--- src/rtl/spi_xfer_engine.sv ---
// SPI master transfer engine: pulls one word from the TX FIFO, shifts it out on MOSI
// while capturing MISO, then pushes the captured word into the RX FIFO.
module spi_xfer_engine #(
  parameter int DATA_WIDTH = 16,
  parameter int DIV_WIDTH  = 8
) (
  input  logic                  clk_i,
  input  logic                  arst_n_i,
  input  logic                  soft_rst_i,
  input  logic                  enable_i,
  input  logic                  cpol_i,
  input  logic                  cpha_i,
  input  logic [DIV_WIDTH-1:0]  clk_div_i,
  input  logic                  tx_empty_i,
  output logic                  tx_req_o,
  input  logic                  tx_resp_i,
  input  logic [DATA_WIDTH-1:0] tx_data_i,
  output logic                  tx_ack_o,
  output logic                  rx_req_o,
  output logic [DATA_WIDTH-1:0] rx_data_o,
  input  logic                  rx_ack_i,
  output logic                  sclk_o,
  output logic                  mosi_o,
  input  logic                  miso_i,
  output logic                  cs_n_o,
  output logic                  busy_o,
  output logic                  done_o
);

  localparam int EDGE_W = $clog2(2 * DATA_WIDTH) + 1;
  localparam logic [EDGE_W-1:0] LAST_EDGE = EDGE_W'(2 * DATA_WIDTH - 1);

  typedef enum logic [3:0] {
    IDLE,
    TX_REQ,
    TX_WAIT,
    TX_ACK,
    TX_REL,
    CS_SETUP,
    SHIFT,
    CS_HOLD,
    RX_PUSH
  } state_e;

  state_e                state_q;
  state_e                state_d;
  logic [DIV_WIDTH-1:0]  div_cfg_q;
  logic [DIV_WIDTH-1:0]  div_cnt_q;
  logic                  cpol_q;
  logic                  cpha_q;
  logic [EDGE_W-1:0]     edge_cnt_q;
  logic [DATA_WIDTH-1:0] tx_shift_q;
  logic [DATA_WIDTH-1:0] rx_shift_q;
  logic                  sclk_q;

  logic hp_end;
  logic last_edge;
  logic sample_edge;
  logic drive_edge;
  logic start_word;
  logic in_frame;

  assign hp_end      = (div_cnt_q == '0);
  assign last_edge   = (edge_cnt_q == LAST_EDGE);
  // Even edge indices are leading edges; the MSB is already on MOSI before edge 0.
  assign sample_edge = cpha_q ? edge_cnt_q[0] : ~edge_cnt_q[0];
  assign drive_edge  = ~sample_edge && (edge_cnt_q != '0);
  assign start_word  = enable_i && !tx_empty_i && !tx_resp_i;
  assign in_frame    = (state_q == CS_SETUP) || (state_q == SHIFT) || (state_q == CS_HOLD);

  assign sclk_o = (state_q == IDLE) ? cpol_i : sclk_q;

  always_ff @(posedge clk_i or negedge arst_n_i) begin
    if (!arst_n_i) begin
      state_q <= IDLE;
    end else begin
      state_q <= state_d;
    end
  end

  always_comb begin
    state_d = state_q;
    case (state_q)
      IDLE:     if (start_word) state_d = TX_REQ;
      TX_REQ:   state_d = TX_WAIT;
      TX_WAIT:  if (tx_resp_i) state_d = TX_ACK;
      TX_ACK:   state_d = TX_REL;
      TX_REL:   if (!tx_resp_i) state_d = CS_SETUP;
      CS_SETUP: if (hp_end) state_d = SHIFT;
      SHIFT:    if (hp_end && last_edge) state_d = CS_HOLD;
      CS_HOLD:  if (hp_end) state_d = RX_PUSH;
      RX_PUSH:  if (rx_ack_i) state_d = IDLE;
      default:  state_d = IDLE;
    endcase
    if (soft_rst_i) begin
      state_d = IDLE;
    end
  end

  // Handshake and framing outputs are decoded from the next state so they line up with it.
  always_ff @(posedge clk_i or negedge arst_n_i) begin
    if (!arst_n_i) begin
      tx_req_o <= 1'b0;
      tx_ack_o <= 1'b0;
      rx_req_o <= 1'b0;
      cs_n_o   <= 1'b1;
      busy_o   <= 1'b0;
      done_o   <= 1'b0;
    end else begin
      tx_req_o <= (state_d == TX_REQ);
      tx_ack_o <= (state_d == TX_ACK);
      rx_req_o <= (state_d == RX_PUSH);
      cs_n_o   <= !((state_d == CS_SETUP) || (state_d == SHIFT) || (state_d == CS_HOLD));
      busy_o   <= (state_d != IDLE);
      done_o   <= (state_q == RX_PUSH) && rx_ack_i && !soft_rst_i;
    end
  end

  // Mode and divider are frozen once a word leaves IDLE.
  always_ff @(posedge clk_i or negedge arst_n_i) begin
    if (!arst_n_i) begin
      cpol_q    <= 1'b0;
      cpha_q    <= 1'b0;
      div_cfg_q <= '0;
    end else if (state_q == IDLE) begin
      cpol_q    <= cpol_i;
      cpha_q    <= cpha_i;
      div_cfg_q <= clk_div_i;
    end
  end

  always_ff @(posedge clk_i or negedge arst_n_i) begin
    if (!arst_n_i) begin
      div_cnt_q  <= '0;
      edge_cnt_q <= '0;
      tx_shift_q <= '0;
      rx_shift_q <= '0;
      sclk_q     <= 1'b0;
      mosi_o     <= 1'b0;
      rx_data_o  <= '0;
    end else if (soft_rst_i) begin
      div_cnt_q  <= '0;
      edge_cnt_q <= '0;
      sclk_q     <= cpol_i;
      mosi_o     <= 1'b0;
      rx_data_o  <= '0;
    end else begin
      if (in_frame) begin
        div_cnt_q <= hp_end ? div_cfg_q : div_cnt_q - 1'b1;
      end
      case (state_q)
        IDLE: begin
          sclk_q <= cpol_i;
        end
        TX_WAIT: begin
          if (tx_resp_i) begin
            tx_shift_q <= tx_data_i;
          end
        end
        TX_REL: begin
          if (!tx_resp_i) begin
            div_cnt_q  <= div_cfg_q;
            edge_cnt_q <= '0;
            sclk_q     <= cpol_q;
            mosi_o     <= tx_shift_q[DATA_WIDTH-1];
          end
        end
        SHIFT: begin
          if (hp_end) begin
            sclk_q     <= ~sclk_q;
            edge_cnt_q <= last_edge ? '0 : edge_cnt_q + 1'b1;
            if (sample_edge) begin
              rx_shift_q <= {rx_shift_q[DATA_WIDTH-2:0], miso_i};
            end
            if (drive_edge) begin
              tx_shift_q <= {tx_shift_q[DATA_WIDTH-2:0], 1'b0};
              mosi_o     <= tx_shift_q[DATA_WIDTH-2];
            end
          end
        end
        CS_HOLD: begin
          if (hp_end) begin
            rx_data_o <= rx_shift_q;
          end
        end
        default: begin
        end
      endcase
    end
  end

endmodule

--- config.mk ---
export PLATFORM = sky130hd
export DESIGN_NAME = spi_xfer_engine
export DESIGN_NICKNAME = d
export VERILOG_FILES = /design/src/rtl/spi_xfer_engine.sv
export SDC_FILE = /design/constraint.sdc
export NUM_CORES = 1
export LEC_CHECK = 0
export CAP_MARGIN = 20
export CORE_MARGIN = 4
export CORE_UTILIZATION = 40
export CTS_CLUSTER_DIAMETER = 50
export DETAILED_ROUTE_END_ITERATION = 8
export HOLD_SLACK_MARGIN = 0.1
export SLEW_MARGIN = 20
export SYNTH_ARGS = -nofsm -noshare
export SYNTH_HDL_FRONTEND = slang
export SYNTH_SLANG_ARGS = --single-unit
--- constraint.sdc ---
create_clock -name clk_i -period 2.5 [get_ports clk_i]
set_input_delay 0.375 -clock clk_i [delete_from_list [all_inputs] [get_ports clk_i]]
set_output_delay 0.375 -clock clk_i [all_outputs]
set_load 0.01 [all_outputs]
Yosys cells after proc, flatten, opt, wreduce, memory -nomap -nowiden
Cells that the tools add are included.

Register bits: 84. Output and inout bits: 24. Logic and storage cells: 110. Input port bits: 34.

$add $sub $neg: 2. Bitwise logic cells: 4. Muxes and demuxes: 37. Equal/unequal tests: 21. Reduce and logical (&&, ||, !) cells: 29.

Operators with widths (number): 16-bit 2-to-1 mux (6); 8-bit 2-to-1 mux (5); 4-bit case mux with 9 select lines (1); 4-bit 2-to-1 mux (8); 16-bit case mux with 2 select lines (1); 4-bit by 3-bit equality test with 1-bit output, second input constant (7); 6-bit 2-to-1 mux (4); 4-bit by 2-bit equality test with 1-bit output, second input constant (3); 6-bit case mux with 2 select lines (1); 1-bit 2-to-1 mux (9); 3-bit inequality test, second input constant (3); 4-bit by 1-bit equality test with 1-bit output, second input constant (2); 4-bit equality test, second input constant (2); 8-bit zero test (1); 4-bit AND reduction (2); 4-bit nonzero test (2); 8-bit by 1-bit subtractor with 8-bit output, second input constant (1); 6-bit by 1-bit adder with 6-bit output, second input constant (1); 6-bit by 5-bit equality test with 1-bit output, second input constant (1); 1-bit logical AND (6); 2-bit inequality test, second input constant (3); 3-bit AND reduction (2); 2-bit nonzero test (3); 6-bit nonzero test (1); other kinds (9) (18).

Logic depth before layout (Yosys ltp)
Gate-level depths: netlist of the first run.

Word-level depth: 10. Gate-level depth with buffers: 9. Gate-level depth less buffers: 7.

Least setup slack after synthesis of the first run
Ideal clock, no wire load.

Kind: register to register. Start: register div_cnt_q[0]. End: register busy_o. Slack: 0.363 ns. Stages on the path, launching flop included: 8. Period minus slack after synthesis: 2.137 ns. Library setup time: 0.131 ns. Buffers on the path: 0. Data arrival time: 2.006 ns. Data required time: 2.369 ns. Cells stage by stage: dfrtp_1 -> inv_1 -> ha_1 -> nor4b_4 -> a2bb2oi_2 -> mux2_4 -> o41a_1 -> or3_1.

Cells in the longest elaborated chain, start to end: 6. Elaborated cells on any way between the ends: 8. Those cells by class: mux (5); reduce/logical (3).

RTL lines: start, declared (line 48) `logic [DIV_WIDTH-1:0] div_cnt_q;`; start signal, assigned (line 149) `div_cnt_q <= hp_end ? div_cfg_q : div_cnt_q - 1'b1;`; start signal, assigned (line 162) `div_cnt_q <= div_cfg_q;`; 8-bit zero test (*) (line 63) `assign hp_end = (div_cnt_q == '0);`; 1-bit logical AND (line 90) `SHIFT: if (hp_end && last_edge) state_d = CS_HOLD;`; 4-bit 2-to-1 mux (line 90); 4-bit case mux with 9 select lines (*) (line 83) `case (state_q)`; 4-bit 2-to-1 mux (*) (line 95) `if (soft_rst_i) begin`; 4-bit nonzero test (*) (line 114) `busy_o <= (state_d != IDLE);`; end signal, assigned (line 114); end, declared (line 26) `output logic busy_o,`.

Every way passes the cells marked *; elsewhere a longest branch is shown, timed or not. A chain may end at the register's enable or synchronous reset.

Worst setup path in the final report of the first run
Start: register state_q[3]. End: output port sclk_o.

Cells in the longest elaborated chain, start to end: 2.

RTL lines: start, declared (line 45) `state_e state_q;`; start signal, assigned (line 77) `state_q <= state_d;`; 4-bit zero test (line 71) `assign sclk_o = (state_q == IDLE) ? cpol_i : sclk_q;`; 1-bit 2-to-1 mux (line 71); end, declared (line 22) `output logic sclk_o,`.

Every way passes these cells.

==> results of run 1 <==
placed cells by master (no fill, tap or decap), types with 4 or more instances in the layout:
cell	n
inv_1	10
nand2_1	41
nand3_1	7
mux2_1	10
or3_1	5
dfrtp_2	4
nand3b_1	4
nand4_1	4
a211oi_1	4
a21oi_1	21
dfrtp_1	79
nor3_1	6
clkdlybuf4s50_1	56
clkbuf_8	10
nor2_1	48
o21ai_0	7
nand2b_1	4
mux2_2	6
buf_4	23
mux2i_1	33
logic make-up after synthesis:
family | count (synthesis) | synth area share
flip-flops | 84 | 0.525
AO/OA/AOI/OAI | 58 | 0.0969
XOR/XNOR | 4 | 0.00875
buffers and inverters | 31 | 0.0353
multiplexers | 50 | 0.131
AND/OR/NAND/NOR | 148 | 0.193
adder cells (fa/ha/maj) | 3 | 0.00938
path summary, 6_finish.rpt:
path / startpoint / endpoint / slack (ps) / cells past startpoint
min in group asynchronous: arst_n_i / edge_cnt_q[0] / 510 / 2
min reg2reg: div_cfg_q[5] / div_cfg_q[5] / 490 / 2
min: div_cfg_q[5] / div_cfg_q[5] / 490 / 2
max: state_q[3] / sclk_o / 100 / 4
max in group asynchronous: arst_n_i / cs_n_o / 1330 / 3
max reg2reg: div_cnt_q[0] / busy_o / 190 / 7
routing by layer:
metal / vias to the layer above / GRT usage / wire (µm)
li1: 1464 / - / -
met1: 1414 / 0.206 / 4020
met2: 62 / 0.245 / 3930
met3: 11 / 0.0478 / 435
met4: 0 / 0.0586 / 136
met5: - / 0 / 0
registers in the layout (all words and copies together) (netlist names), 4 cells and up:
register    count
rx_shift_q     16
edge_cnt_q      6
div_cfg_q       8
div_cnt_q       8
rx_data_o      16
state_q         4
tx_shift_q     16
power groups by stage:
stage                     clock (µW)  combinational, µW  sequential, µW
after floorplan                    0                287            1640
after global placement             0                443            1660
after detailed placement           0                457            1660
after CTS                       1160                479            1630
after global routing            1230                543            1650
final                           1120                474            1630
stage by stage:
step / util / hold slack, ps / area, µm²
5_1_grt: 0.520 / 514 / 5080
3_3_place_gp: 0.488 / 385 / 4770
3_5_place_dp: 0.488 / 386 / 4770
6_report: 0.520 / 487 / 5080
2_1_floorplan: - / 79.4 / 4000
4_1_cts: 0.517 / 495 / 5050
layout make-up:
cell class,instances,share of cell area
clock inverter,6,0.0185
multi-input combinational,263,0.350
tap,133,0.0327
clock buffer,10,0.0271
timing repair buffer,81,0.150
sequential,84,0.415
inverter,10,0.00738
worst max-delay path, stage by stage (launching register included):
cell             delay, ps
dfrtp_2                480
or4_4                  570
nand2_1                 80
nand2_1                 50
clkdlybuf4s50_1        470
what timing repair did:
action | in CTS | in global routing
pin swaps | 1 | 0
buffers inserted | 5 | 4
gates resized for setup | 3 | 2
hold endpoints to repair | 38 | 0
hold buffers | 1 | 0
setup endpoints to repair | 1 | 1
==> reports/metrics.csv, run 1 <==
metric,value,unit
grt_pass1_wl,14400,µm
finalCritPeriodShare,0.961,
instances_no_fill,587,
intPower,2370,µW
diodes,0,
place_hpwl,5810,µm
synthArstFlopShare,1.00,
ys_seq_elements,84,
skew,7.67,ps
die_w,108,µm
synth_nets,415,
initial_utilization,0.409,
synth.largest_area_cell,dfrtp_1,
setup_violations,0,
vias_per_cell,5.03,
drt-initial-drc-count,130,
wl_per_cell,14.5,µm
synth.most_common_cell,dfrtp_1,
cap_violations,0,
path_clk_slew,90,ps
hold_path.class,reg -> reg,
syn_area_per_cell,10.6,µm²
relSlewSlack,0.660,
ys_warn_count,0,
h-tree-depth,3,
ant_nets,0,
critical_path_class,reg -> out,
finalHoldViolCount,0,
power_density,634,nW/µm²
clockBufferDepth,2,
drive_gt1_frac,0.163,
power_switching_share,0.264,
ys_top_cells_by_count,"dfrtp_1 (83), nor2_1 (49), nand2_1 (41)",
tritoncts,yes,
die-area,11700,µm²
drc_errors,0,
rows,36,
status,finished clean,
worstSetupStartpointType,flip-flop,
vdd_drop_max,0.331,mV
power_switching,850,µW
cts_buffers,9,
pwr-share-clk,0.349,
fmax,416,MHz
arrival,2030,ps
cts_root_buf,clkbuf_8,
finalMaxSlewViolations,0,
synth_ff_type,dfrtp_1,
regArea,2110,µm²
totalWireLength,8530,µm
tightest_slew,510,ps
area_growth,27.0,%
gp_congestion,0.846,
leakage,0.00223,µW
grt_use_total,0.157,
clkLatencyLatePin,370,ps
rsz0062_at_grt,false,
core_area,9770,µm²
required,2120,ps
first_pass_iters,4,
grt_start_max_net_pins,47,
synth_top_area_frac,0.519,
post-route-min-period,2400,ps
endpoint_kind,output pin,
power,3220,µW
synth_area_leaders,"dfrtp_1 (52%), mux2i_1 (8.3%), nor2_1 (4.6%), nand2_1 (3.8%), mux2_1 (2.8%)",
multi_input_area,1780,µm²
combPwrFrac,0.147,
finalWorstSetupSlack,96.7,ps
placed_cells,561,
place_ws,214,ps
cts_num_sinks,84,
io_pins,58,
syn_inst,378,
crit_fanout,8,
num-nets-final,486,
antenna_found_initial,0,
ys_seq_area_frac,0.525,
port_buffers,57,
dr_total_vias,2951,
yosys.cell_types.count,62,
fill_cells,918,
p_seq_frac,0.504,
globalRoute.totalOverflow,0,
grt_pass1_vias,3005,
die_h,108,µm
setup-tns-final,0,ps
synth_edf_count,0,
syn-cell-area,4000,µm²
(Power assumes the default switching activity.)
==> run 2: changes to the inputs <==
CTS_CLUSTER_SIZE = 20   (was not set)
SKIP_LAST_GASP = 1   (was not set)
==> results of run 2 <==
No change in the layout: final DEF, timing and power equal those of run 1.
==> run 3: changes to the inputs <==
CTS_CLUSTER_SIZE = 24   (was 20)
==> results of run 3 <==
No change in the layout: final DEF, timing and power equal those of run 1.
